[config.mk]
export PLATFORM = sky130hd
export DESIGN_NAME = pc_gen
export DESIGN_NICKNAME = d
export VERILOG_FILES = /design/src/rtl/pc_gen_pkg.sv /design/src/rtl/pc_ras.sv /design/src/rtl/pc_gen.sv
export SDC_FILE = /design/constraint.sdc
export NUM_CORES = 1
export LEC_CHECK = 0
export ABC_AREA = 0
export CAP_MARGIN = 10
export CORE_ASPECT_RATIO = 0.5
export CORE_MARGIN = 4
export CORE_UTILIZATION = 50
export DETAILED_ROUTE_END_ITERATION = 7
export DONT_BUFFER_PORTS = 1
export PLACE_DENSITY = 0.74
export SLEW_MARGIN = 20
export SYNTH_ARGS = -nofsm -noshare
export SYNTH_HDL_FRONTEND = slang
export SYNTH_SLANG_ARGS = --single-unit
export TNS_END_PERCENT = 100
[constraint.sdc]
create_clock -name clk_i -period 1.91 [get_ports clk_i]
set_input_delay 0.2865 -clock clk_i [delete_from_list [all_inputs] [get_ports clk_i]]
set_output_delay 0.2865 -clock clk_i [all_outputs]
set_load 0.01 [all_outputs]
[src/rtl/pc_gen_pkg.sv]
// pc_gen_pkg: shared definitions for the fetch PC generator.
//   pc_state_e       - fetch FSM states (BOOT, RUN, HALT)
//   PC_RESET_VEC     - default PC loaded at reset
//   PC_INSTR_BYTES   - default sequential increment
package pc_gen_pkg;

    typedef enum logic [1:0] {
        BOOT = 2'd0,
        RUN  = 2'd1,
        HALT = 2'd2
    } pc_state_e;

    localparam logic [63:0] PC_RESET_VEC   = 64'h0;
    localparam int unsigned PC_INSTR_BYTES = 4;

endpackage

[src/rtl/pc_ras.sv]
// pc_ras: return-address stack as a circular buffer.
//   clk_i, reset_ni : clock, synchronous active-low reset
//   clear_i         : drop all entries (highest priority)
//   pop_i           : remove top entry (ignored when empty)
//   push_i          : add push_data_i on top; when full the oldest entry is overwritten
//   top_o           : current top entry
//   empty_o         : no valid entries
// Pop and push together replace the top entry in place (pop first, then push).
module pc_ras
    import pc_gen_pkg::*;
#(
    parameter int unsigned XLEN  = 64,
    parameter int unsigned DEPTH = 4
) (
    input  logic            clk_i,
    input  logic            reset_ni,
    input  logic            clear_i,
    input  logic            push_i,
    input  logic            pop_i,
    input  logic [XLEN-1:0] push_data_i,
    output logic [XLEN-1:0] top_o,
    output logic            empty_o
);
    localparam int unsigned PW = $clog2(DEPTH);
    localparam int unsigned CW = $clog2(DEPTH + 1);

    logic [DEPTH-1:0][XLEN-1:0] mem_q, mem_d;
    logic [PW-1:0]              ptr_q, ptr_d;
    logic [CW-1:0]              cnt_q, cnt_d;
    logic [PW-1:0]              ptr_inc;
    logic                       do_pop;

    assign ptr_inc = ptr_q + PW'(1);
    assign do_pop  = pop_i && (cnt_q != '0);

    always_comb begin
        mem_d = mem_q;
        ptr_d = ptr_q;
        cnt_d = cnt_q;
        if (clear_i) begin
            cnt_d = '0;
        end else if (do_pop && push_i) begin
            mem_d[ptr_q] = push_data_i;
        end else if (do_pop) begin
            ptr_d = ptr_q - PW'(1);
            cnt_d = cnt_q - CW'(1);
        end else if (push_i) begin
            // Wrapping the pointer lands on the oldest slot once full.
            ptr_d          = ptr_inc;
            mem_d[ptr_inc] = push_data_i;
            if (cnt_q != CW'(DEPTH)) cnt_d = cnt_q + CW'(1);
        end
    end

    always_ff @(posedge clk_i) begin
        if (!reset_ni) begin
            mem_q <= '0;
            ptr_q <= '0;
            cnt_q <= '0;
        end else begin
            mem_q <= mem_d;
            ptr_q <= ptr_d;
            cnt_q <= cnt_d;
        end
    end

    assign top_o   = mem_q[ptr_q];
    assign empty_o = (cnt_q == '0);

endmodule

[src/rtl/pc_gen.sv]
// pc_gen: fetch program-counter generator with optional return-address stack.
//   clk_i, reset_ni          : clock, synchronous active-low reset
//   ready_i                  : fetch accepted pc_o this cycle
//   halt_i                   : level halt request
//   redirect_valid_i/pc_i    : resolved taken branch/jump target
//   trap_i/trap_vec_i        : trap pulse and handler address
//   call_i, ret_i            : pc_o is a call / return
//   pc_o, pc_valid_o         : fetch PC and its valid flag (RUN only)
//   misaligned_o             : pulse alongside a trap/redirect target whose low bits were cleared
// Macro PC_GEN_RAS_EN: include the return-address stack; otherwise call_i/ret_i are ignored.
module pc_gen
    import pc_gen_pkg::*;
#(
    parameter int unsigned      XLEN        = 64,
    parameter logic [XLEN-1:0]  RESET_VEC   = XLEN'(PC_RESET_VEC),
    parameter int unsigned      INSTR_BYTES = PC_INSTR_BYTES,
    parameter int unsigned      RAS_DEPTH   = 4
) (
    input  logic            clk_i,
    input  logic            reset_ni,
    input  logic            ready_i,
    input  logic            halt_i,
    input  logic            redirect_valid_i,
    input  logic [XLEN-1:0] redirect_pc_i,
    input  logic            trap_i,
    input  logic [XLEN-1:0] trap_vec_i,
    input  logic            call_i,
    input  logic            ret_i,
    output logic [XLEN-1:0] pc_o,
    output logic            pc_valid_o,
    output logic            misaligned_o
);
    localparam logic [XLEN-1:0] STEP     = XLEN'(INSTR_BYTES);
    localparam logic [XLEN-1:0] LOW_MASK = STEP - XLEN'(1);

    pc_state_e       state_q, state_d;
    logic [XLEN-1:0] pc_q, pc_d;
    logic            misaligned_q, misaligned_d;

    logic            live;
    logic            take_trap, take_redir, advance;
    logic [XLEN-1:0] tgt_raw;
    logic            ras_hit;
    logic [XLEN-1:0] ras_top;

    // BOOT only exists to present RESET_VEC for one cycle, so control
    // inputs are not acted on until RUN/HALT.
    assign live       = (state_q != BOOT);
    assign take_trap  = live && trap_i;
    assign take_redir = live && redirect_valid_i && !trap_i;
    assign advance    = (state_q == RUN) && ready_i && !trap_i && !redirect_valid_i;
    assign tgt_raw    = trap_i ? trap_vec_i : redirect_pc_i;

`ifdef PC_GEN_RAS_EN
    logic ras_push, ras_pop, ras_empty;

    assign ras_push = advance && call_i;
    assign ras_pop  = advance && ret_i;
    assign ras_hit  = ras_pop && !ras_empty;

    pc_ras #(
        .XLEN  (XLEN),
        .DEPTH (RAS_DEPTH)
    ) u_ras (
        .clk_i       (clk_i),
        .reset_ni    (reset_ni),
        .clear_i     (take_trap),
        .push_i      (ras_push),
        .pop_i       (ras_pop),
        .push_data_i (pc_q + STEP),
        .top_o       (ras_top),
        .empty_o     (ras_empty)
    );
`else
    logic unused_ras_ins;
    assign unused_ras_ins = call_i ^ ret_i;
    assign ras_hit        = 1'b0;
    assign ras_top        = '0;
`endif

    always_comb begin
        pc_d         = pc_q;
        misaligned_d = 1'b0;
        if (take_trap || take_redir) begin
            pc_d         = tgt_raw & ~LOW_MASK;
            misaligned_d = |(tgt_raw & LOW_MASK);
        end else if (ras_hit) begin
            pc_d = ras_top;
        end else if (advance) begin
            pc_d = pc_q + STEP;
        end
    end

    always_comb begin
        state_d = state_q;
        unique case (state_q)
            BOOT:    state_d = RUN;
            RUN:     if (halt_i && !trap_i) state_d = HALT;
            HALT:    if (!halt_i || trap_i) state_d = RUN;
            default: state_d = BOOT;
        endcase
    end

    always_ff @(posedge clk_i) begin
        if (!reset_ni) begin
            state_q      <= BOOT;
            pc_q         <= RESET_VEC;
            misaligned_q <= 1'b0;
        end else begin
            state_q      <= state_d;
            pc_q         <= pc_d;
            misaligned_q <= misaligned_d;
        end
    end

    assign pc_o         = pc_q;
    assign pc_valid_o   = (state_q == RUN);
    assign misaligned_o = misaligned_q;

endmodule

### Word level (Yosys, flattened, before mapping)

Index checks and enable logic that the tools add are counted.

* add/sub/neg operators: 1
* eq/ne operators: 4
* multiplexer cells: 6
* bitwise operators: 1
* reduce and logical (&&, ||, !) cells: 19

Operator list (number)
* 64-bit 2-to-1 mux: 3
* 64-bit by 3-bit adder with 64-bit output, second input constant: 1
* 1-bit logical AND: 7
* 2-bit case mux with 3 select lines: 1
* 2-bit 2-to-1 mux: 2
* 2-bit AND reduction: 2
* 2-bit nonzero test: 2
* 2-bit OR reduction: 2
* 1-bit logical NOT: 3
* 2-bit by 1-bit == test with 1-bit output, second input constant: 1
* 2-bit == test, second input constant: 1
* 2-bit logical NOT: 1
* 1-bit logical OR: 2
* 2-bit by 1-bit != test with 1-bit output, second input constant: 1
* 2-bit != test, second input constant: 1
* 1-bit inverter: 1

* register bits after elaboration: 67

### Logic depth before layout (Yosys ltp)

Gate-level depths: netlist of run 1.

* word-level depth: 6
* depth in mapped cells: 9
* mapped depth without buffers: 7

### Worst setup path before layout of run 1

Ideal clock, no wire load.

* kind: register to register
* from: register pc_q[23], in the netlist pc_o[23]
* to: register pc_q[63], in the netlist pc_o[63]
* library setup time: 119 ps
* arrival time: 1836 ps
* required time: 1791 ps
* path slack: -45 ps
* cell stages (with the launch flop): 8
* buffers on the path: 1
* cell sequence: dfxtp_1 -> nand3_4 -> nor4_4 -> nand4bb_1 -> buf_2 -> nor3_2 -> a21oi_1 -> o2bb2a_2

* cells in the longest elaborated chain, start to end: 3

Ends and longest elaborated chain
* start: declaration: line pc_gen.sv:37 `logic [XLEN-1:0] pc_q, pc_d;`
* start signal: assignment: line pc_gen.sv:111 `pc_q <= pc_d;`
* 64-bit by 3-bit adder with 64-bit output: line pc_gen.sv:90 `pc_d = pc_q + STEP;`
* 64-bit 2-to-1 mux: line pc_gen.sv:89 `end else if (advance) begin`
* 64-bit 2-to-1 mux: line pc_gen.sv:84 `if (take_trap || take_redir) begin`

Every way passes these cells. The select of a mux whose other input is x is not followed.
A chain may end at the register's enable or synchronous reset.

### Worst setup path after layout of run 1

* from: register pc_q[28], in the netlist pc_o[28]
* to: register pc_q[46], in the netlist pc_o[46]

Same word-level chain as after synthesis.

==> flow_results.xml, run 1 <==
<?xml version="1.0" encoding="UTF-8"?>
<metrics>
  <group name="yosys">
    <metric name="synth_warnings" unit="">0</metric>
    <metric name="synth_area" unit="um^2">4637</metric>
    <metric name="synth.ff_latch_count" unit="">65</metric>
    <metric name="synthTopCellsByArea" unit="">sky130_fd_sc_hd__dfxtp_1 (28%), sky130_fd_sc_hd__mux2_2 (8.7%), sky130_fd_sc_hd__mux2i_1 (5.8%)</metric>
    <metric name="ys_async_sr_fraction" unit="%">0</metric>
    <metric name="number_of_enable_type_register_cells_in_the_synthesized_netlist" unit="">0</metric>
    <metric name="average_cell_area_after_synthesis" unit="um^2">8.121</metric>
    <metric name="yosysSeqAreaShare" unit="%">28.06</metric>
    <metric name="most_used_standard_cells_in_the_synthesized_netlist" unit="">sky130_fd_sc_hd__dfxtp_1 (65), sky130_fd_sc_hd__nand2_1 (48), sky130_fd_sc_hd__o21ai_0 (48)</metric>
    <metric name="netlist-cell-type-count" unit="">63</metric>
    <metric name="synth-main-ff-cell" unit="">sky130_fd_sc_hd__dfxtp_1</metric>
    <metric name="yosysTopAreaCell" unit="">sky130_fd_sc_hd__dfxtp_1</metric>
    <metric name="synth_top_cell_area_share" unit="%">28.06</metric>
    <metric name="synthesis.instances" unit="">571</metric>
    <metric name="yosysMostFrequentCell" unit="">sky130_fd_sc_hd__dfxtp_1</metric>
  </group>
  <group name="route">
    <metric name="firstDrtPassIters" unit="">5</metric>
    <metric name="detailedRoute.firstIterationViolations" unit="">550</metric>
    <metric name="post_drt_wl_per_cell" unit="um">20.60</metric>
    <metric name="vias" unit="">5023</metric>
    <metric name="routed_wl" unit="um">16110</metric>
    <metric name="drc_errors" unit="">0</metric>
    <metric name="antenna_left" unit="">0</metric>
    <metric name="vias_per_cell" unit="">6.423</metric>
  </group>
  <group name="setup_path">
    <metric name="setup.worst_path.start_class" unit="">flip-flop</metric>
    <metric name="critPathArrivalTime" unit="ns">2.16</metric>
    <metric name="worstPathRequired" unit="ns">2.18</metric>
    <metric name="cp_max_fo" unit="">6</metric>
    <metric name="endpoint_kind" unit="">flip-flop</metric>
    <metric name="timing_worst_setup_path_type" unit="">reg2reg</metric>
  </group>
  <group name="worst_hold_path">
    <metric name="holdCritPathClass" unit="">in2reg</metric>
  </group>
  <group name="timing">
    <metric name="grt_setup_unrepaired" unit="">yes</metric>
    <metric name="finalCritPeriodShare" unit="%">99.03</metric>
    <metric name="hold_ws" unit="ns">0.06862</metric>
    <metric name="fmax" unit="MHz">528.7</metric>
    <metric name="setup_slack" unit="ns">0.01850</metric>
    <metric name="report.final.slew_viol_count" unit="">0</metric>
    <metric name="hold_violation_count_in_the_final_report" unit="">0</metric>
    <metric name="fin_worst_skew" unit="ns">0.005113</metric>
    <metric name="fin_crit" unit="ns">1.891</metric>
    <metric name="setup-violations-final" unit="">0</metric>
  </group>
  <group name="die">
    <metric name="rows" unit="">24</metric>
    <metric name="initial_core_util" unit="%">52.34</metric>
    <metric name="floorplan.die.height" unit="um">76.10</metric>
    <metric name="area_enclosed_by_the_die_boundary" unit="um^2">10970</metric>
    <metric name="top_level_pins" unit="">202</metric>
    <metric name="horizontal_die_dimension" unit="um">144.2</metric>
    <metric name="core_region_area" unit="um^2">8859</metric>
  </group>
  <group name="clocking">
    <metric name="clock-root-buffer" unit="">sky130_fd_sc_hd__clkbuf_16</metric>
    <metric name="clk-insertion-delay-late" unit="ns">0.34</metric>
    <metric name="cts_htree_levels" unit="">3</metric>
    <metric name="clock-sinks" unit="">65</metric>
    <metric name="tritoncts.num_buffers" unit="">9</metric>
    <metric name="hold_buffers" unit="">0</metric>
    <metric name="clkSlewWorstSetupHoldPaths" unit="ns">0.05</metric>
    <metric name="tritoncts" unit="">built</metric>
    <metric name="clock_tree.buffer_depth" unit="">2</metric>
  </group>
  <group name="global_route">
    <metric name="number_of_global_route_vias_before_repair" unit="">4745</metric>
    <metric name="antenna_found_initial" unit="">0</metric>
    <metric name="grt_max_degree" unit="">71</metric>
    <metric name="grt_first_pass_wirelength" unit="um">24210</metric>
    <metric name="global_route_usage_sum" unit="%">27.26</metric>
    <metric name="grt.overflow.total" unit="">0</metric>
  </group>
  <group name="job">
    <metric name="drv.max_cap_violation_count" unit="">0</metric>
  </group>
  <group name="pwr">
    <metric name="peakVddDrop" unit="V">0.0005252</metric>
    <metric name="power.density" unit="nW/um^2">696.4</metric>
    <metric name="p_leak" unit="nW">2.424</metric>
    <metric name="finalPower" unit="mW">4.177</metric>
  </group>
  <group name="finish">
    <metric name="final_cells" unit="">782</metric>
    <metric name="final_layout_size_suffix_gt1_share" unit="%">33.98</metric>
    <metric name="area_growth_syn_to_layout" unit="%">29.36</metric>
    <metric name="layout.nets" unit="">797</metric>
    <metric name="n_antenna_cell" unit="">0</metric>
    <metric name="post_route_design_area" unit="um^2">5998</metric>
  </group>
  <group name="placed_design">
    <metric name="place_worst_setup_slack" unit="ns">-0.07150</metric>
    <metric name="detailed_place_hpwl" unit="um">11970</metric>
    <metric name="placedInstanceArea" unit="um^2">5505</metric>
    <metric name="dpl.cell_count" unit="">760</metric>
    <metric name="place.port_buffers" unit="">0</metric>
    <metric name="place_congestion" unit="">0.8708</metric>
  </group>
  <group name="run_status">
    <metric name="status" unit="">completed</metric>
  </group>
</metrics>
==> cell usage in the layout, fill, tap and decap left out, types with 4 or more instances in the layout <==
cell,Yosys,routed
sky130_fd_sc_hd__a311oi_1,14,14
sky130_fd_sc_hd__clkbuf_16,0,9
sky130_fd_sc_hd__nand3_1,22,16
sky130_fd_sc_hd__nand2_1,48,47
sky130_fd_sc_hd__inv_1,7,7
sky130_fd_sc_hd__and4_4,0,4
sky130_fd_sc_hd__dfxtp_1,65,53
sky130_fd_sc_hd__xor2_1,12,12
sky130_fd_sc_hd__and4_1,9,5
sky130_fd_sc_hd__xnor2_1,10,10
sky130_fd_sc_hd__a21oi_1,32,32
sky130_fd_sc_hd__nor4_4,2,4
sky130_fd_sc_hd__dfxtp_2,0,12
sky130_fd_sc_hd__nor2b_1,5,5
sky130_fd_sc_hd__o31ai_2,3,5
sky130_fd_sc_hd__nand4_1,17,17
sky130_fd_sc_hd__nand3_2,2,6
sky130_fd_sc_hd__nor3_1,25,23
sky130_fd_sc_hd__mux2i_1,27,27
sky130_fd_sc_hd__mux2_2,36,36
sky130_fd_sc_hd__nor2_1,38,35
sky130_fd_sc_hd__o21ai_0,48,46
sky130_fd_sc_hd__and3_1,24,22
sky130_fd_sc_hd__o22ai_1,5,4
sky130_fd_sc_hd__nor4_2,4,4
sky130_fd_sc_hd__o211ai_1,6,6
sky130_fd_sc_hd__buf_4,3,112
sky130_fd_sc_hd__a211oi_1,10,10
sky130_fd_sc_hd__o221ai_1,5,5
==> repair_timing <==
item | in CTS | in global routing
setup buffers | 2 | 4
setup endpoints to repair | 23 | 33
pin swaps | 2 | 18
gates resized for setup | 15 | 31
==> metal layers <==
metal	wire length [um]	global-route usage [%]
met1	6667	35.26
met2	7478	42.44
met3	1655	9.592
met4	306	8.752
met5	0	0
==> sequential cells by signal, summed over array words and instances (netlist names) <==
register      count
misaligned_o      1
pc_o             62
state_q           2
==> logic make-up after synthesis <==
| kind of cell | Yosys count | synth area share, % |
|---|---|---|
| mux | 63 | 14.57 |
| xor+xnor | 22 | 4.155 |
| buf+inv | 47 | 4.506 |
| simple gates | 224 | 27.55 |
| flops | 65 | 28.06 |
| fa+ha+maj | 1 | 0.2698 |
| other cells | 1 | 0.08087 |
| compound gates | 148 | 20.80 |
==> per-stage QoR <==
| step | utilization [%] | TNS, ns |
|---|---|---|
| 5_1_grt | 67.71 | -0.4170 |
| 3_5_place_dp | 62.15 | -0.5501 |
| 6_report | 67.71 | 0 |
| 4_1_cts | 66.05 | -0.04128 |
| 3_3_place_gp | 62.15 | -0.09702 |
| 2_1_floorplan | - | -0.04232 |
==> where the power goes <==
group	total (mW)	leakage, nW	internal (mW)	switching, mW
clock	1.55	0.139	0.943	0.612
combinational	1.00	1.74	0.463	0.542
sequential	1.62	0.543	1.50	0.117
total	4.18	2.42	2.91	1.27
==> cell type report <==
class                      count  area [um^2]
tap                          117        146.4
clock inverter                 3        15.01
sequential                    65         1316
inverter                       7        26.28
clock buffer                  13        260.3
timing repair buffer         117        914.6
fill                         698         2860
multi-input combinational    460         3319
==> path summary, 6_finish.rpt <==
kind                  from      endpoint  slack (ns)  depth (start not counted)
setup / recovery  pc_o[28]      pc_o[46]        0.02                          7
hold / removal      trap_i  misaligned_o        0.07                          1
setup reg to reg  pc_o[28]      pc_o[46]        0.02                          7
hold reg to reg   pc_o[53]      pc_o[53]        0.56                          2
==> worst max-delay path: stages, from the launching register on <==
cell and delay [ns]:
sky130_fd_sc_hd__dfxtp_2 0.34, sky130_fd_sc_hd__nand4_4 0.12, sky130_fd_sc_hd__nor4_4 0.38, sky130_fd_sc_hd__buf_6 0.19, sky130_fd_sc_hd__and4_4 0.28, sky130_fd_sc_hd__a21oi_2 0.06, sky130_fd_sc_hd__or3_1 0.31, sky130_fd_sc_hd__a21oi_1 0.12
(Power assumes the default switching activity.)
==> inputs of run 2 (changes only) <==
HOLD_SLACK_MARGIN = 0.08   (was not set)
SLEW_MARGIN = not set   (was 20)
==> flow_results.xml, run 2 (synthesis gave the netlist of run 1 again) <==
<?xml version="1.0" encoding="UTF-8"?>
<metrics>
  <group name="finish">
    <metric name="filler_cell_count" unit="">691</metric>
    <metric name="multi_input_gate_area_in_the_final_layout" unit="um^2">3322</metric>
    <metric name="area_growth_syn_to_layout" unit="%">29.84</metric>
    <metric name="layout.nets" unit="">799</metric>
    <metric name="n_antenna_cell" unit="">0</metric>
    <metric name="final_layout_size_suffix_gt1_share" unit="%">34.03</metric>
    <metric name="max_ffs_per_register" unit="">62</metric>
    <metric name="seq_area" unit="um^2">1316</metric>
    <metric name="post_route_design_area" unit="um^2">6021</metric>
    <metric name="most_frequent_cells_in_the_layout" unit="">sky130_fd_sc_hd__buf_4 (112), sky130_fd_sc_hd__dfxtp_1 (53), sky130_fd_sc_hd__nand2_1 (47)</metric>
    <metric name="mostFrequentLayoutCell" unit="">sky130_fd_sc_hd__buf_4</metric>
  </group>
  <group name="die">
    <metric name="horizontal_die_dimension" unit="um">144.2</metric>
    <metric name="initial_core_util" unit="%">52.34</metric>
    <metric name="top_level_pins" unit="">202</metric>
    <metric name="floorplan.die.height" unit="um">76.10</metric>
    <metric name="core_region_area" unit="um^2">8859</metric>
    <metric name="rows" unit="">24</metric>
    <metric name="area_enclosed_by_the_die_boundary" unit="um^2">10970</metric>
  </group>
  <group name="setup_path">
    <metric name="timing.critical_path.buf_inv" unit="">1</metric>
    <metric name="cpPeakStageDelay" unit="ns">0.38</metric>
    <metric name="cp_max_fo" unit="">6</metric>
    <metric name="critPathArrivalTime" unit="ns">2.16</metric>
    <metric name="reg2reg_to" unit="">pc_o[46]</metric>
    <metric name="rr_worst_depth" unit="">7</metric>
    <metric name="setup.worst_path.start_class" unit="">flip-flop</metric>
    <metric name="ff2ff_setup_slack" unit="ns">0.02</metric>
    <metric name="cp-startpoint" unit="">pc_o[28]</metric>
    <metric name="worstPathRequired" unit="ns">2.18</metric>
    <metric name="cell_family_with_most_cp_delay" unit="">simple AND/OR/NAND/NOR gates</metric>
    <metric name="rr_startpoint" unit="">pc_o[28]</metric>
    <metric name="cp_slowest_cell" unit="">sky130_fd_sc_hd__nor4_4</metric>
    <metric name="timing_worst_setup_path_type" unit="">reg2reg</metric>
    <metric name="endpoint_kind" unit="">flip-flop</metric>
    <metric name="cp_cell_sequence" unit="">nand4_4 -&gt; nor4_4 -&gt; buf_6 -&gt; and4_4 -&gt; a21oi_2 -&gt; or3_1 -&gt; a21oi_1</metric>
  </group>
  <group name="clocking">
    <metric name="clk-insertion-delay-late" unit="ns">0.34</metric>
    <metric name="tritoncts.num_buffers" unit="">9</metric>
    <metric name="clock-sinks" unit="">65</metric>
    <metric name="clkSlewWorstSetupHoldPaths" unit="ns">0.06</metric>
    <metric name="clock_tree.buffer_depth" unit="">2</metric>
    <metric name="clock-root-buffer" unit="">sky130_fd_sc_hd__clkbuf_16</metric>
    <metric name="tritoncts" unit="">built</metric>
    <metric name="cts_htree_levels" unit="">3</metric>
  </group>
  <group name="global_route">
    <metric name="grt.overflow.total" unit="">0</metric>
    <metric name="grt_first_pass_wirelength" unit="um">24470</metric>
    <metric name="number_of_global_route_vias_before_repair" unit="">4769</metric>
    <metric name="global_route_usage_sum" unit="%">27.61</metric>
    <metric name="grt_max_degree" unit="">71</metric>
    <metric name="antenna_found_initial" unit="">0</metric>
  </group>
  <group name="pwr">
    <metric name="finalPower" unit="mW">4.190</metric>
    <metric name="power.density" unit="nW/um^2">696.0</metric>
    <metric name="peakVddDrop" unit="V">0.0005253</metric>
    <metric name="p_leak" unit="nW">2.433</metric>
  </group>
  <group name="route">
    <metric name="detailedRoute.firstIterationViolations" unit="">528</metric>
    <metric name="routed_wl" unit="um">16340</metric>
    <metric name="firstDrtPassIters" unit="">5</metric>
    <metric name="antenna_left" unit="">0</metric>
    <metric name="vias" unit="">5066</metric>
    <metric name="post_drt_wl_per_cell" unit="um">20.84</metric>
    <metric name="drc_errors" unit="">0</metric>
    <metric name="vias_per_cell" unit="">6.462</metric>
  </group>
  <group name="placed_design">
    <metric name="placedInstanceArea" unit="um^2">5505</metric>
    <metric name="place_worst_setup_slack" unit="ns">-0.07150</metric>
    <metric name="place_congestion" unit="">0.8708</metric>
    <metric name="place.port_buffers" unit="">0</metric>
    <metric name="detailed_place_hpwl" unit="um">11970</metric>
  </group>
  <group name="timing">
    <metric name="fin_worst_skew" unit="ns">0.006810</metric>
    <metric name="finalCritPeriodShare" unit="%">98.94</metric>
    <metric name="setup_slack" unit="ns">0.02031</metric>
    <metric name="fin_crit" unit="ns">1.890</metric>
    <metric name="fmax" unit="MHz">529.2</metric>
    <metric name="hold_violation_count_in_the_final_report" unit="">0</metric>
    <metric name="report.final.slew_viol_count" unit="">0</metric>
    <metric name="setup-violations-final" unit="">0</metric>
    <metric name="grt_setup_unrepaired" unit="">yes</metric>
  </group>
  <group name="job">
    <metric name="drv.max_cap_violation_count" unit="">0</metric>
  </group>
  <group name="worst_hold_path">
    <metric name="holdCritPathClass" unit="">in2reg</metric>
    <metric name="holdPathStages" unit="">2</metric>
    <metric name="min_delay_worst_endpoint" unit="">pc_o[15]</metric>
    <metric name="hp-start" unit="">reset_ni</metric>
  </group>
  <group name="run_status">
    <metric name="status" unit="">completed</metric>
  </group>
</metrics>
run 2: power by group:
| group | leakage, nW | switching (mW) | internal, mW |
|---|---|---|---|
| Combinational | 1.75 | 0.545 | 0.466 |
| Sequential | 0.543 | 0.118 | 1.50 |
| Clock | 0.139 | 0.616 | 0.943 |
| Total | 2.43 | 1.28 | 2.91 |
run 2: worst max path at each step:
stage | end | slack (ns) | cells past startpoint
2_1_floorplan | pc_o[63] | -0.02 | 7
3_3_place_gp | pc_o[52] | -0.04 | 7
3_5_place_dp | pc_o[52] | -0.07 | 7
4_1_cts | pc_o[61] | -0.02 | 7
5_1_grt | pc_o[60] | -0.06 | 7
6_report | pc_o[46] | 0.02 | 7
run 2: stage by stage:
stage	setup TNS (ns)	cells	util [%]	hold slack (ns)
2_1_floorplan	-0.04232	572	-	0.4591
3_3_place_gp	-0.09702	760	62.15	0.4029
3_5_place_dp	-0.5501	760	62.15	0.4040
4_1_cts	-0.04128	780	66.27	0.08116
5_1_grt	-0.4171	784	67.97	0.09551
6_report	0	784	67.97	0.09919
run 2: repair_timing:
| action | in CTS | in global routing |
|---|---|---|
| setup buffers | 2 | 4 |
| endpoints found under the hold margin | 4 | 0 |
| gates resized for setup | 15 | 32 |
| hold buffers | 2 | 0 |
| pin swaps | 2 | 18 |
| endpoints found under the setup margin | 23 | 35 |
run 2: worst reg2reg max path: stages (launching register included):
cell and delay, ns:
sky130_fd_sc_hd__dfxtp_2 0.34, sky130_fd_sc_hd__nand4_4 0.12, sky130_fd_sc_hd__nor4_4 0.38, sky130_fd_sc_hd__buf_6 0.20, sky130_fd_sc_hd__and4_4 0.29, sky130_fd_sc_hd__a21oi_2 0.07, sky130_fd_sc_hd__or3_1 0.31, sky130_fd_sc_hd__a21oi_1 0.12
run 2: cell type report:
cell class                 instances  area share [%]
inverter                           7          0.4364
tap                              117           2.431
clock inverter                     3          0.2494
timing repair buffer             119           15.52
sequential                        65           21.86
multi-input combinational        460           55.17
clock buffer                      13           4.323
run 2: layer usage:
metal  GRT usage [%]  routed length, um
met1           35.99               6718
met2           42.58               7566
met3           9.530               1744
met4           9.311                313
met5               0                  0
==> inputs of run 3 (changes only) <==
CTS_CLUSTER_DIAMETER = 80   (was not set)
GPL_TIMING_DRIVEN = 0   (was not set)
SLEW_MARGIN = 10   (was not set)
==> flow_results.xml, run 3 (synthesis gave the netlist of run 1 again) <==
<?xml version="1.0" encoding="UTF-8"?>
<metrics>
  <group name="timing">
    <metric name="grt_setup_unrepaired" unit="">yes</metric>
    <metric name="finalCritPeriodShare" unit="%">102.9</metric>
    <metric name="setup-violations-final" unit="">5</metric>
    <metric name="setup_slack" unit="ns">-0.05495</metric>
    <metric name="max_slew_margin" unit="%">43.24</metric>
    <metric name="max_slew.worst_pin.slew" unit="ns">0.8513</metric>
    <metric name="hold_violation_count_in_the_final_report" unit="">0</metric>
    <metric name="fin_crit" unit="ns">1.965</metric>
    <metric name="fmax" unit="MHz">508.9</metric>
    <metric name="report.final.slew_viol_count" unit="">0</metric>
    <metric name="hold_ws" unit="ns">0.1377</metric>
    <metric name="setup_tns" unit="ns">-0.1717</metric>
    <metric name="fin_worst_skew" unit="ns">0.009312</metric>
  </group>
  <group name="die">
    <metric name="rows" unit="">24</metric>
    <metric name="horizontal_die_dimension" unit="um">144.2</metric>
    <metric name="top_level_pins" unit="">202</metric>
    <metric name="floorplan.die.height" unit="um">76.10</metric>
    <metric name="core_region_area" unit="um^2">8859</metric>
    <metric name="area_enclosed_by_the_die_boundary" unit="um^2">10970</metric>
    <metric name="initial_core_util" unit="%">52.34</metric>
  </group>
  <group name="route">
    <metric name="antenna_left" unit="">0</metric>
    <metric name="vias_per_cell" unit="">7.005</metric>
    <metric name="routed_wl" unit="um">17820</metric>
    <metric name="drc_errors" unit="">0</metric>
    <metric name="post_drt_wl_per_cell" unit="um">24.48</metric>
    <metric name="firstDrtPassIters" unit="">6</metric>
    <metric name="detailedRoute.firstIterationViolations" unit="">611</metric>
    <metric name="vias" unit="">5100</metric>
  </group>
  <group name="global_route">
    <metric name="grt_first_pass_wirelength" unit="um">25900</metric>
    <metric name="number_of_global_route_vias_before_repair" unit="">4630</metric>
    <metric name="antenna_found_initial" unit="">0</metric>
    <metric name="global_route_usage_sum" unit="%">30.41</metric>
    <metric name="grt_max_degree" unit="">13</metric>
    <metric name="grt.overflow.total" unit="">0</metric>
  </group>
  <group name="placed_design">
    <metric name="detailed_place_hpwl" unit="um">12660</metric>
    <metric name="placedInstanceArea" unit="um^2">4820</metric>
    <metric name="place.port_buffers" unit="">0</metric>
    <metric name="place_worst_setup_slack" unit="ns">-0.4548</metric>
    <metric name="dpl.cell_count" unit="">689</metric>
    <metric name="place_congestion" unit="">0.9430</metric>
  </group>
  <group name="pwr">
    <metric name="combinational_share_of_power" unit="%">16.2</metric>
    <metric name="power.density" unit="nW/um^2">748.7</metric>
    <metric name="switching_share" unit="%">31.88</metric>
    <metric name="pwr-share-clk" unit="%">41.9</metric>
    <metric name="finalPower" unit="mW">4.407</metric>
    <metric name="share_seq_of_total_power" unit="%">41.9</metric>
    <metric name="p_int" unit="mW">3.002</metric>
    <metric name="p_switching" unit="mW">1.405</metric>
    <metric name="p_leak" unit="nW">2.199</metric>
    <metric name="peakVddDrop" unit="V">0.0004805</metric>
  </group>
  <group name="setup_path">
    <metric name="worstSetupEndpoint" unit="">pc_o[63]</metric>
    <metric name="endpoint_kind" unit="">flip-flop</metric>
    <metric name="reg2reg_to" unit="">pc_o[63]</metric>
    <metric name="critPathArrivalTime" unit="ns">2.21</metric>
    <metric name="worstPathRequired" unit="ns">2.15</metric>
    <metric name="timing_worst_setup_path_type" unit="">reg2reg</metric>
    <metric name="rr_startpoint" unit="">pc_o[4]</metric>
    <metric name="ff2ff_setup_slack" unit="ns">-0.05</metric>
    <metric name="cp_max_fo" unit="">7</metric>
    <metric name="setup.worst_path.start_class" unit="">flip-flop</metric>
    <metric name="cp-startpoint" unit="">pc_o[4]</metric>
    <metric name="rr_worst_depth" unit="">8</metric>
  </group>
  <group name="finish">
    <metric name="post_route_design_area" unit="um^2">5887</metric>
    <metric name="layout.nets" unit="">743</metric>
    <metric name="max_ffs_per_register" unit="">62</metric>
    <metric name="filler_cell_count" unit="">695</metric>
    <metric name="final_layout_size_suffix_gt1_share" unit="%">35.68</metric>
    <metric name="layout.core_utilization" unit="%">66.45</metric>
    <metric name="area_growth_syn_to_layout" unit="%">26.96</metric>
    <metric name="final_cells" unit="">728</metric>
    <metric name="n_antenna_cell" unit="">0</metric>
    <metric name="mostFrequentLayoutCell" unit="">sky130_fd_sc_hd__nand2_1</metric>
    <metric name="most_frequent_cells_in_the_layout" unit="">sky130_fd_sc_hd__nand2_1 (46), sky130_fd_sc_hd__o21ai_0 (44), sky130_fd_sc_hd__mux2_2 (36)</metric>
  </group>
  <group name="clocking">
    <metric name="tritoncts" unit="">built</metric>
    <metric name="clock_tree.buffer_depth" unit="">2</metric>
    <metric name="hold_buffers" unit="">0</metric>
    <metric name="clock-sinks" unit="">65</metric>
    <metric name="clock-root-buffer" unit="">sky130_fd_sc_hd__clkbuf_16</metric>
    <metric name="clk-insertion-delay-late" unit="ns">0.35</metric>
    <metric name="cts_htree_levels" unit="">3</metric>
    <metric name="clkSlewWorstSetupHoldPaths" unit="ns">0.06</metric>
    <metric name="tritoncts.num_buffers" unit="">9</metric>
  </group>
  <group name="job">
    <metric name="drv.max_cap_violation_count" unit="">0</metric>
  </group>
  <group name="run_status">
    <metric name="violations_in_the_final_reports" unit="">setup timing</metric>
    <metric name="status" unit="">complete, but fails checks</metric>
  </group>
  <group name="worst_hold_path">
    <metric name="holdCritPathClass" unit="">in2reg</metric>
  </group>
</metrics>
[run 3: cell type report]
| class | instances | area [um^2] | area share (%) |
|---|---|---|---|
| plain buffers | 37 | 217.7 | 3.698 |
| clock buffers | 10 | 239.0 | 4.060 |
| clock inverters | 6 | 91.34 | 1.552 |
| inverters | 7 | 26.28 | 0.4463 |
| multi-input cells | 460 | 3508 | 59.60 |
| flip-flops and latches | 65 | 1438 | 24.42 |
| well taps | 117 | 146.4 | 2.487 |
| repair buffers | 26 | 220.2 | 3.741 |
[run 3: how the worst min path moves through the flow]
stage | from | end | slack [ns] | depth (start not counted)
after floorplan | reset_ni | pc_o[50] | 0.46 | 2
after global placement | reset_ni | pc_o[50] | 0.48 | 2
after detailed placement | redirect_pc_i[30] | pc_o[30] | 0.49 | 2
after CTS | reset_ni | pc_o[50] | 0.13 | 2
after global routing | reset_ni | pc_o[50] | 0.13 | 2
final | redirect_pc_i[30] | pc_o[30] | 0.14 | 2
[run 3: timing repair]
action | CTS | global route
resized for setup | 109 | 79
gates cloned | 1 | 0
pin swaps | 20 | 22
setup endpoints to repair | 60 | 50
buffers inserted | 17 | 8
[run 3: per-layer routing]
layer  vias up  share of wire (%)  global-route usage, %
met5         -                  0                      0
met1      2463                 39                  40.77
li1       2249                  -                      -
met4         0                2.5                  9.963
met2       336                 45                  45.32
met3        52                 13                  10.97
[run 3: power by group through the flow]
stage          registers [mW]  logic, mW  clock network (mW)
5_1_grt                  1.87      0.774                1.91
4_1_cts                  1.83      0.665                1.84
6_report                 1.84      0.715                1.85
2_1_floorplan            1.74      0.494                   0
3_3_place_gp             1.82      0.633                   0
3_5_place_dp             1.83      0.645                   0
[run 3: critical path, cell delays in order (launching register included)]
cell and delay, ns:
sky130_fd_sc_hd__dfxtp_4 0.37, sky130_fd_sc_hd__buf_8 0.09, sky130_fd_sc_hd__and4_4 0.22, sky130_fd_sc_hd__nand4_1 0.17, sky130_fd_sc_hd__nand4bb_1 0.31, sky130_fd_sc_hd__buf_6 0.20
sky130_fd_sc_hd__nor3_4 0.20, sky130_fd_sc_hd__a21oi_2 0.08, sky130_fd_sc_hd__o2bb2a_4 0.20
